===== config.mk =====
export PLATFORM = sky130hd
export DESIGN_NAME = keypad_scanner_flat
export DESIGN_NICKNAME = d
export VERILOG_FILES = /design/src/rtl/keypad_scanner_if.sv /design/src/rtl/keypad_scanner.sv /design/src/flat_wrapper.sv
export SDC_FILE = /design/constraint.sdc
export NUM_CORES = 1
export LEC_CHECK = 0
export BUFFER_PORTS_ARGS = -buffer_cell sky130_fd_sc_hd__buf_2
export CAP_MARGIN = 25
export CORE_UTILIZATION = 40
export CTS_CLUSTER_SIZE = 16
export DETAILED_ROUTE_END_ITERATION = 12
export PLACE_DENSITY = 0.63
export SYNTH_ARGS = -nofsm -noshare
export SYNTH_HDL_FRONTEND = slang
export SYNTH_SLANG_ARGS = --single-unit

===== constraint.sdc =====
create_clock -name clk -period 3.57 [get_ports clk]
set_clock_uncertainty 0.05 [all_clocks]
set_input_delay 0.5355 -clock clk [delete_from_list [all_inputs] [get_ports clk]]
set_output_delay 0.5355 -clock clk [all_outputs]
set_load 0.01 [all_outputs]

===== src/rtl/keypad_scanner_if.sv =====
// keypad_scanner_if: keypad matrix lines plus the decoded key pair.
// master: the scanner (drives columns, reads rows, presents the key).
// slave:  the keypad/consumer side (drives rows, reads columns and key).
interface keypad_scanner_if;
    logic [3:0] row_in;
    logic [3:0] col_out;
    logic       key_valid;
    logic [3:0] key_code;

    modport master (
        input  row_in,
        output col_out,
        output key_valid,
        output key_code
    );

    modport slave (
        output row_in,
        input  col_out,
        input  key_valid,
        input  key_code
    );
endinterface


===== src/rtl/keypad_scanner.sv =====
// keypad_scanner: scans a 4x4 active-low matrix keypad one column at a time,
// synchronises and debounces the row returns and presents one decoded key
// as a level-valid key_code/key_valid pair.
// Optional build macro KEYPAD_AUTOREPEAT_EN: while a key (0-9, A-D) is held,
// key_valid drops for one cycle after REPEAT_DELAY hold cycles and then
// every REPEAT_PERIOD cycles.
module keypad_scanner #(
    parameter int COL_DWELL       = 4,
    parameter int DEBOUNCE_CYCLES = 20,
    parameter int REPEAT_DELAY    = 1000,
    parameter int REPEAT_PERIOD   = 250
) (
    input logic              clk,
    input logic              rst,
    keypad_scanner_if.master kp
);
    localparam int DWELL_W = $clog2(COL_DWELL + 1);
    localparam int DEB_W   = $clog2(DEBOUNCE_CYCLES + 1);
    localparam logic [DWELL_W-1:0] DWELL_LAST = DWELL_W'(COL_DWELL - 1);
    localparam logic [DWELL_W-1:0] DWELL_MAX  = DWELL_W'(COL_DWELL);
    localparam logic [DEB_W-1:0]   DEB_LAST   = DEB_W'(DEBOUNCE_CYCLES - 1);
    localparam logic [DEB_W-1:0]   DEB_MAX    = DEB_W'(DEBOUNCE_CYCLES);

`ifdef KEYPAD_AUTOREPEAT_EN
    localparam int HOLD_MAX = (REPEAT_DELAY > REPEAT_PERIOD) ? REPEAT_DELAY : REPEAT_PERIOD;
    localparam int HOLD_W   = $clog2(HOLD_MAX + 1);
    localparam logic [HOLD_W-1:0] HOLD_DELAY_LAST  = HOLD_W'(REPEAT_DELAY - 1);
    localparam logic [HOLD_W-1:0] HOLD_PERIOD_LAST = HOLD_W'(REPEAT_PERIOD - 1);
    localparam logic [HOLD_W-1:0] HOLD_SAT         = HOLD_W'(HOLD_MAX);
`endif

    typedef enum logic [1:0] {
        ST_SCAN        = 2'd0,
        ST_DEB_PRESS   = 2'd1,
        ST_HELD        = 2'd2,
        ST_DEB_RELEASE = 2'd3
    } state_t;

    // One-low mask for a line index (column drive and expected row pattern).
    function automatic logic [3:0] low_mask(input logic [1:0] idx);
        case (idx)
            2'd0:    low_mask = 4'b1110;
            2'd1:    low_mask = 4'b1101;
            2'd2:    low_mask = 4'b1011;
            2'd3:    low_mask = 4'b0111;
            default: low_mask = 4'b1111;
        endcase
    endfunction

    // True when exactly one row is pulled low.
    function automatic logic single_low(input logic [3:0] rows);
        case (rows)
            4'b1110, 4'b1101, 4'b1011, 4'b0111: single_low = 1'b1;
            default:                            single_low = 1'b0;
        endcase
    endfunction

    // Index of the low row; only meaningful when single_low() holds.
    function automatic logic [1:0] low_index(input logic [3:0] rows);
        case (rows)
            4'b1110: low_index = 2'd0;
            4'b1101: low_index = 2'd1;
            4'b1011: low_index = 2'd2;
            4'b0111: low_index = 2'd3;
            default: low_index = 2'd0;
        endcase
    endfunction

    // Keypad legend: * encodes as E, # as F.
    function automatic logic [3:0] key_map(input logic [1:0] r, input logic [1:0] c);
        case ({r, c})
            4'b00_00: key_map = 4'h1;
            4'b00_01: key_map = 4'h2;
            4'b00_10: key_map = 4'h3;
            4'b00_11: key_map = 4'hA;
            4'b01_00: key_map = 4'h4;
            4'b01_01: key_map = 4'h5;
            4'b01_10: key_map = 4'h6;
            4'b01_11: key_map = 4'hB;
            4'b10_00: key_map = 4'h7;
            4'b10_01: key_map = 4'h8;
            4'b10_10: key_map = 4'h9;
            4'b10_11: key_map = 4'hC;
            4'b11_00: key_map = 4'hE;
            4'b11_01: key_map = 4'h0;
            4'b11_10: key_map = 4'hF;
            4'b11_11: key_map = 4'hD;
            default:  key_map = 4'h0;
        endcase
    endfunction

    logic [3:0]         row_meta_r, row_sync_r;
    state_t             state_r, state_s;
    logic [1:0]         col_r, col_s;
    logic [3:0]         col_out_r;
    logic [DWELL_W-1:0] dwell_r, dwell_s;
    logic [DEB_W-1:0]   deb_r, deb_s, deb_inc_s;
    logic [1:0]         row_idx_r, row_idx_s;
    logic [3:0]         latched_s;
    logic               key_valid_r, key_valid_s;
    logic [3:0]         key_code_r, key_code_s;
`ifdef KEYPAD_AUTOREPEAT_EN
    logic [HOLD_W-1:0]  hold_r, hold_s;
    logic               rep_r, rep_s;
`endif

    // Two-flop synchroniser for the asynchronous row returns
    always_ff @(posedge clk or posedge rst) begin
        if (rst) begin
            row_meta_r <= 4'hF;
            row_sync_r <= 4'hF;
        end else begin
            row_meta_r <= kp.row_in;
            row_sync_r <= row_meta_r;
        end
    end

    // Next-state logic: column scan, press/release debounce, key presentation
    always_comb begin
        state_s     = state_r;
        col_s       = col_r;
        dwell_s     = dwell_r;
        deb_s       = deb_r;
        row_idx_s   = row_idx_r;
        key_valid_s = key_valid_r;
        key_code_s  = key_code_r;
        latched_s   = low_mask(row_idx_r);
        deb_inc_s   = (deb_r == DEB_MAX) ? deb_r : deb_r + DEB_W'(1);
`ifdef KEYPAD_AUTOREPEAT_EN
        hold_s      = '0;
        rep_s       = 1'b0;
`endif
        case (state_r)
            ST_SCAN: begin
                if (dwell_r == DWELL_LAST) begin
                    dwell_s = '0;
                    if (single_low(row_sync_r)) begin
                        state_s   = ST_DEB_PRESS;
                        row_idx_s = low_index(row_sync_r);
                        deb_s     = '0;
                    end else begin
                        col_s = col_r + 2'd1;
                    end
                end else begin
                    dwell_s = (dwell_r == DWELL_MAX) ? dwell_r : dwell_r + DWELL_W'(1);
                end
            end
            ST_DEB_PRESS: begin
                if (row_sync_r == latched_s) begin
                    if (deb_r == DEB_LAST) begin
                        state_s     = ST_HELD;
                        deb_s       = '0;
                        key_valid_s = 1'b1;
                        key_code_s  = key_map(row_idx_r, col_r);
                    end else begin
                        deb_s = deb_inc_s;
                    end
                end else begin
                    state_s = ST_SCAN;
                    col_s   = col_r + 2'd1;
                    dwell_s = '0;
                    deb_s   = '0;
                end
            end
            ST_HELD: begin
                if (row_sync_r != latched_s) begin
                    // The first all-idle sample already counts toward release.
                    state_s     = ST_DEB_RELEASE;
                    key_valid_s = 1'b1;
                    deb_s       = (row_sync_r == 4'hF) ? DEB_W'(1) : '0;
                end else begin
`ifdef KEYPAD_AUTOREPEAT_EN
                    rep_s = rep_r;
                    if ((key_code_r <= 4'hD) &&
                        (hold_r == (rep_r ? HOLD_PERIOD_LAST : HOLD_DELAY_LAST))) begin
                        key_valid_s = 1'b0;
                        hold_s      = '0;
                        rep_s       = 1'b1;
                    end else begin
                        key_valid_s = 1'b1;
                        hold_s      = (hold_r == HOLD_SAT) ? hold_r : hold_r + HOLD_W'(1);
                    end
`else
                    key_valid_s = 1'b1;
`endif
                end
            end
            ST_DEB_RELEASE: begin
                if (row_sync_r == 4'hF) begin
                    if (deb_r == DEB_LAST) begin
                        state_s     = ST_SCAN;
                        key_valid_s = 1'b0;
                        col_s       = col_r + 2'd1;
                        dwell_s     = '0;
                        deb_s       = '0;
                    end else begin
                        deb_s = deb_inc_s;
                    end
                end else if (row_sync_r == latched_s) begin
                    state_s     = ST_HELD;
                    key_valid_s = 1'b1;
                    deb_s       = '0;
                end else begin
                    deb_s = '0;
                end
            end
            default: begin
                state_s     = ST_SCAN;
                col_s       = 2'd0;
                dwell_s     = '0;
                deb_s       = '0;
                key_valid_s = 1'b0;
            end
        endcase
    end

    // State, counters and registered outputs
    always_ff @(posedge clk or posedge rst) begin
        if (rst) begin
            state_r     <= ST_SCAN;
            col_r       <= 2'd0;
            col_out_r   <= 4'b1110;
            dwell_r     <= '0;
            deb_r       <= '0;
            row_idx_r   <= 2'd0;
            key_valid_r <= 1'b0;
            key_code_r  <= 4'h0;
`ifdef KEYPAD_AUTOREPEAT_EN
            hold_r      <= '0;
            rep_r       <= 1'b0;
`endif
        end else begin
            state_r     <= state_s;
            col_r       <= col_s;
            col_out_r   <= low_mask(col_s);
            dwell_r     <= dwell_s;
            deb_r       <= deb_s;
            row_idx_r   <= row_idx_s;
            key_valid_r <= key_valid_s;
            key_code_r  <= key_code_s;
`ifdef KEYPAD_AUTOREPEAT_EN
            hold_r      <= hold_s;
            rep_r       <= rep_s;
`endif
        end
    end

    assign kp.col_out   = col_out_r;
    assign kp.key_valid = key_valid_r;
    assign kp.key_code  = key_code_r;
endmodule


===== src/flat_wrapper.sv =====
// flat-port wrapper written by rule: the top's interface ports become plain ports
module keypad_scanner_flat 
#(
    parameter int COL_DWELL       = 4,
    parameter int DEBOUNCE_CYCLES = 20,
    parameter int REPEAT_DELAY    = 1000,
    parameter int REPEAT_PERIOD   = 250
)
  (clk, rst, kp_row_in, kp_col_out, kp_key_valid, kp_key_code);
  keypad_scanner_if kp_i ();
  input logic clk;
  input logic rst;
  input wire logic [$bits(kp_i.row_in)-1:0] kp_row_in;
  output wire logic [$bits(kp_i.col_out)-1:0] kp_col_out;
  output wire logic [$bits(kp_i.key_valid)-1:0] kp_key_valid;
  output wire logic [$bits(kp_i.key_code)-1:0] kp_key_code;
  assign kp_i.row_in = kp_row_in;
  assign kp_col_out = kp_i.col_out;
  assign kp_key_valid = kp_i.key_valid;
  assign kp_key_code = kp_i.key_code;
  keypad_scanner #(.COL_DWELL(COL_DWELL), .DEBOUNCE_CYCLES(DEBOUNCE_CYCLES), .REPEAT_DELAY(REPEAT_DELAY), .REPEAT_PERIOD(REPEAT_PERIOD)) u_core (.clk(clk), .rst(rst), .kp(kp_i));
endmodule

==> impl_results.md <==
* Gr usage total at 17.01%
* Clock buffer count from CTS at 5
* CP max stage cell: dfstp_2
* Crit Path Category: reg2reg
* RSZ-0062 raised after global routing: false
* Area taken by multi-input logic gates at 898.4 um2
* Latest clock arrival within the worst-skew pair at 0.29 ns
* Commonest non-fill, non-tap cell in the layout: nand2_1
* Crit path DAT at 2.62 ns
* Vias in the first global route at 1290
* Post-route cell area at 1966 um2
* Routing usage on met2 at 27.82%
* Syn_area_per_cell at 9.514 um2
* GR Layer Usage met1 at 21.07%
* Outcome: finished clean
* Main synth FF type: dfrtp_1
* Fin crit share at 70.07%
* CTS max path bufs at 2
* Syn Inst Count at 187
* Total number of yosys warnings at 0
* CP bufs+invs at 1
* Setup WS post-layout at 1.069 ns
* Number of DRC markers in iteration 0 at 42
* CTS clk-pin slew, worst paths at 0.07 ns
* RD Place Congestion at 0.8000
* Worst setup EP type: flop
* Post-CTS Resized at 0
* Critical path launch point type: flop
* Final Hold Viols at 0
* Switching share of power at 36.53%
* Root Driver: clkbuf_8
* Final Critical Period at 2.501 ns
* Tightest Hold Check Type: in2async
* Core area at 4144 um2
* Cell Area, Placed at 1873 um2
* Total Wirelength at 3.416 mm
* PwrDens at 574.7 nW/um2
* Hold Buf Count CTS at 0
* Die Ht at 68.70 um
* DRT antenna net count at 0
* Slew Limit Fails at 0
* Leading cell types in the layout, fill and taps excluded: nand2_1 (21), dfrtp_1 (20), buf_2 (14), o21ai_0 (13), dfstp_2 (11)
* Synthesized flop and latch total at 31
* DRC viols at 0
* Worst path max stage delay at 0.62 ns
* Synthesized Nets at 202
* Worst IR drop on VDD at 320.2 uV
* Routed vias at 1394
* Post-CTS setup repair buffer count at 0
* Nets at 212
* Sequential cell area at 789.5 um2
* Die width at 68.70 um
* Drt wl/cell at 13.77 um
* Net Sw Power at 0.4127 mW
* Worst-margin pin slew at 0.6369 ns
* Sequential share of power at 44.1%
* Crit-path max FO at 11
* Post-synth ARST share at 100.0%
* Post-place setup slack at 1.099 ns
* Initial antenna violation count at 0
* CP Cell Sequence: or3b_1, a21oi_2, nor2_2, a222oi_1, buf_4, mux2_1
* CP top delay family: compound AO/OA/AOI/OAI gates
* EDFF count, synth at 0
* Setup TNS at 0 ns
* Port bufs at 14
* Starting density of the core at 42.93%
* Sequential area share after synthesis at 44.37%
* Yosys cell types at 48
* Clk pwr share at 25.1%
* Largest net degree at the start of global routing at 32
* Grt ovf at 0
* Reg2reg start: u_core.row_sync_r[3]$_DFF_PP1_
* CTS tree: done
* GRT busiest layer: met2
* Setup-failing EPs final at 0
* TritonCTS Sinks at 31
* Fmax at 399.8 MHz
* M3 GR Usage at 4.441%
* Initial DRT Pass Iterations at 4
* Ant. Diodes at 0
* Layout cells sized above 1 at 19.70%
* Row count at 23
* Slew headroom at 57.22%
* CP Launch Point: u_core.row_sync_r[3]$_DFF_PP1_
* Comb pwr share at 30.8%
* Vias per cell at 5.621
* Final HPWL DP at 2.471 mm
* Filler Cell Count at 413
* Area of the die at 4719 um2
* Internal at 0.7169 mW
* Maxcap violations at 0
* CP Data Required Time at 3.69 ns
* # IOs at 15
* Layout area overhead at 10.48%
* Leakage at 0.8700 nW
* First-pass GRT wire length at 5.823 mm
* Level count of the clock H-tree at 2
* Post-Syn Area at 1779 um2
* Hold slack at 0.2647 ns
==> per-layer routing <==
| metal | vias up | share of wire, % |
|---|---|---|
| met3 | 5 | 3.9 |
| met5 | - | 0 |
| met1 | 674 | 45 |
| met2 | 30 | 49 |
| met4 | 0 | 1.7 |
| li1 | 685 | - |
==> state kept, by name (all words and copies together) (netlist names) <==
name,count
u_core.deb_r,5
u_core.kp.col_out,4
u_core.kp.key_code,4
u_core.row_meta_r,4
u_core.row_sync_r,4
u_core.dwell_r,3
u_core.col_r,2
u_core.row_idx_r,2
u_core.state_r,2
u_core.kp.key_valid,1
==> power by group through the flow <==
stage	clock (mW)	combinational [mW]	sequential, mW
floorplan	0	0.303	0.464
global placement	0	0.334	0.497
detailed placement	0	0.357	0.504
CTS	0.298	0.357	0.498
global route	0.308	0.404	0.509
finish	0.283	0.348	0.499
==> cell type report <==
cell class,instances,share of cell area [%]
Clock inverter,3,1.209
Sequential cell,31,40.17
Timing Repair Buffer,16,4.328
Inverter,10,1.910
Multi-Input combinational cell,133,45.70
Clock buffer,5,3.501
Tap cell,50,3.183
==> through the flow <==
stage / power [mW] / utilization, % / instances
6_report: 1.130 / 47.43 / 248
5_1_grt: 1.222 / 47.43 / 248
4_1_cts: 1.152 / 47.43 / 248
3_5_place_dp: 0.8605 / 45.20 / 240
3_3_place_gp: 0.8312 / 45.20 / 240
2_1_floorplan: 0.7673 / - / 187
==> logic make-up (layout without fill, tap and decap cells) <==
family	Yosys count	in the layout	share of synthesized area (%)
AND/OR/NAND/NOR	65	65	19.48
AO/OA/AOI/OAI	49	49	18.99
flip-flops	31	31	44.37
buffers and inverters	23	34	5.134
adder cells (fa/ha/maj)	9	9	6.329
multiplexers	8	8	4.712
XOR/XNOR	2	2	0.9847
==> worst reg2reg max path: stages (launching register included) <==
cell,delay [ns]
dfstp_2,0.62
or3b_1,0.38
a21oi_2,0.35
nor2_2,0.11
a222oi_1,0.33
buf_4,0.23
mux2_1,0.32
==> final timing paths <==
path,end,slack (ns),cells past startpoint
setup reg to reg,u_core.col_r[1]$_DFF_PP0_,1.07,6
min in group clk,u_core.row_meta_r[0]$_DFF_PP1_,0.29,1
hold reg to reg,u_core.row_sync_r[0]$_DFF_PP1_,0.31,0
setup / recovery,u_core.col_r[1]$_DFF_PP0_,1.07,6
max in group asynchronous,u_core.kp.col_out[1]$_DFF_PP1_,2.88,3
hold / removal,u_core.row_idx_r[1]$_DFFE_PP0P_,0.26,3
==> synth_stat cells, drive strengths merged, types with 2 or more instances <==
| cell type | number | area share (%) |
|---|---|---|
| nand2 | 21 | 4.4 |
| dfrtp | 20 | 28 |
| o21ai | 13 | 3.7 |
| clkbuf | 11 | 2.3 |
| dfstp | 11 | 16 |
| inv | 10 | 2.1 |
| nor2 | 10 | 2.3 |
| a21oi | 9 | 3.0 |
| ha | 9 | 6.3 |
| nand3 | 6 | 1.7 |
| a211oi | 5 | 2.1 |
| mux2i | 5 | 2.8 |
| nor3 | 5 | 1.4 |
| nand2b | 4 | 1.4 |
| nand3b | 4 | 1.7 |
| a211o | 3 | 1.5 |
| mux2 | 3 | 1.9 |
| a21boi | 2 | 0.84 |
| and3 | 2 | 0.70 |
| and4b | 2 | 1.1 |
| buf | 2 | 0.70 |
| nand4 | 2 | 0.70 |
| nor3b | 2 | 0.84 |
| o211ai | 2 | 0.84 |
| o21a | 2 | 0.84 |
| o311a | 2 | 1.1 |
| or3b | 2 | 0.98 |
Note: power is estimated with default switching activity, not from simulation.
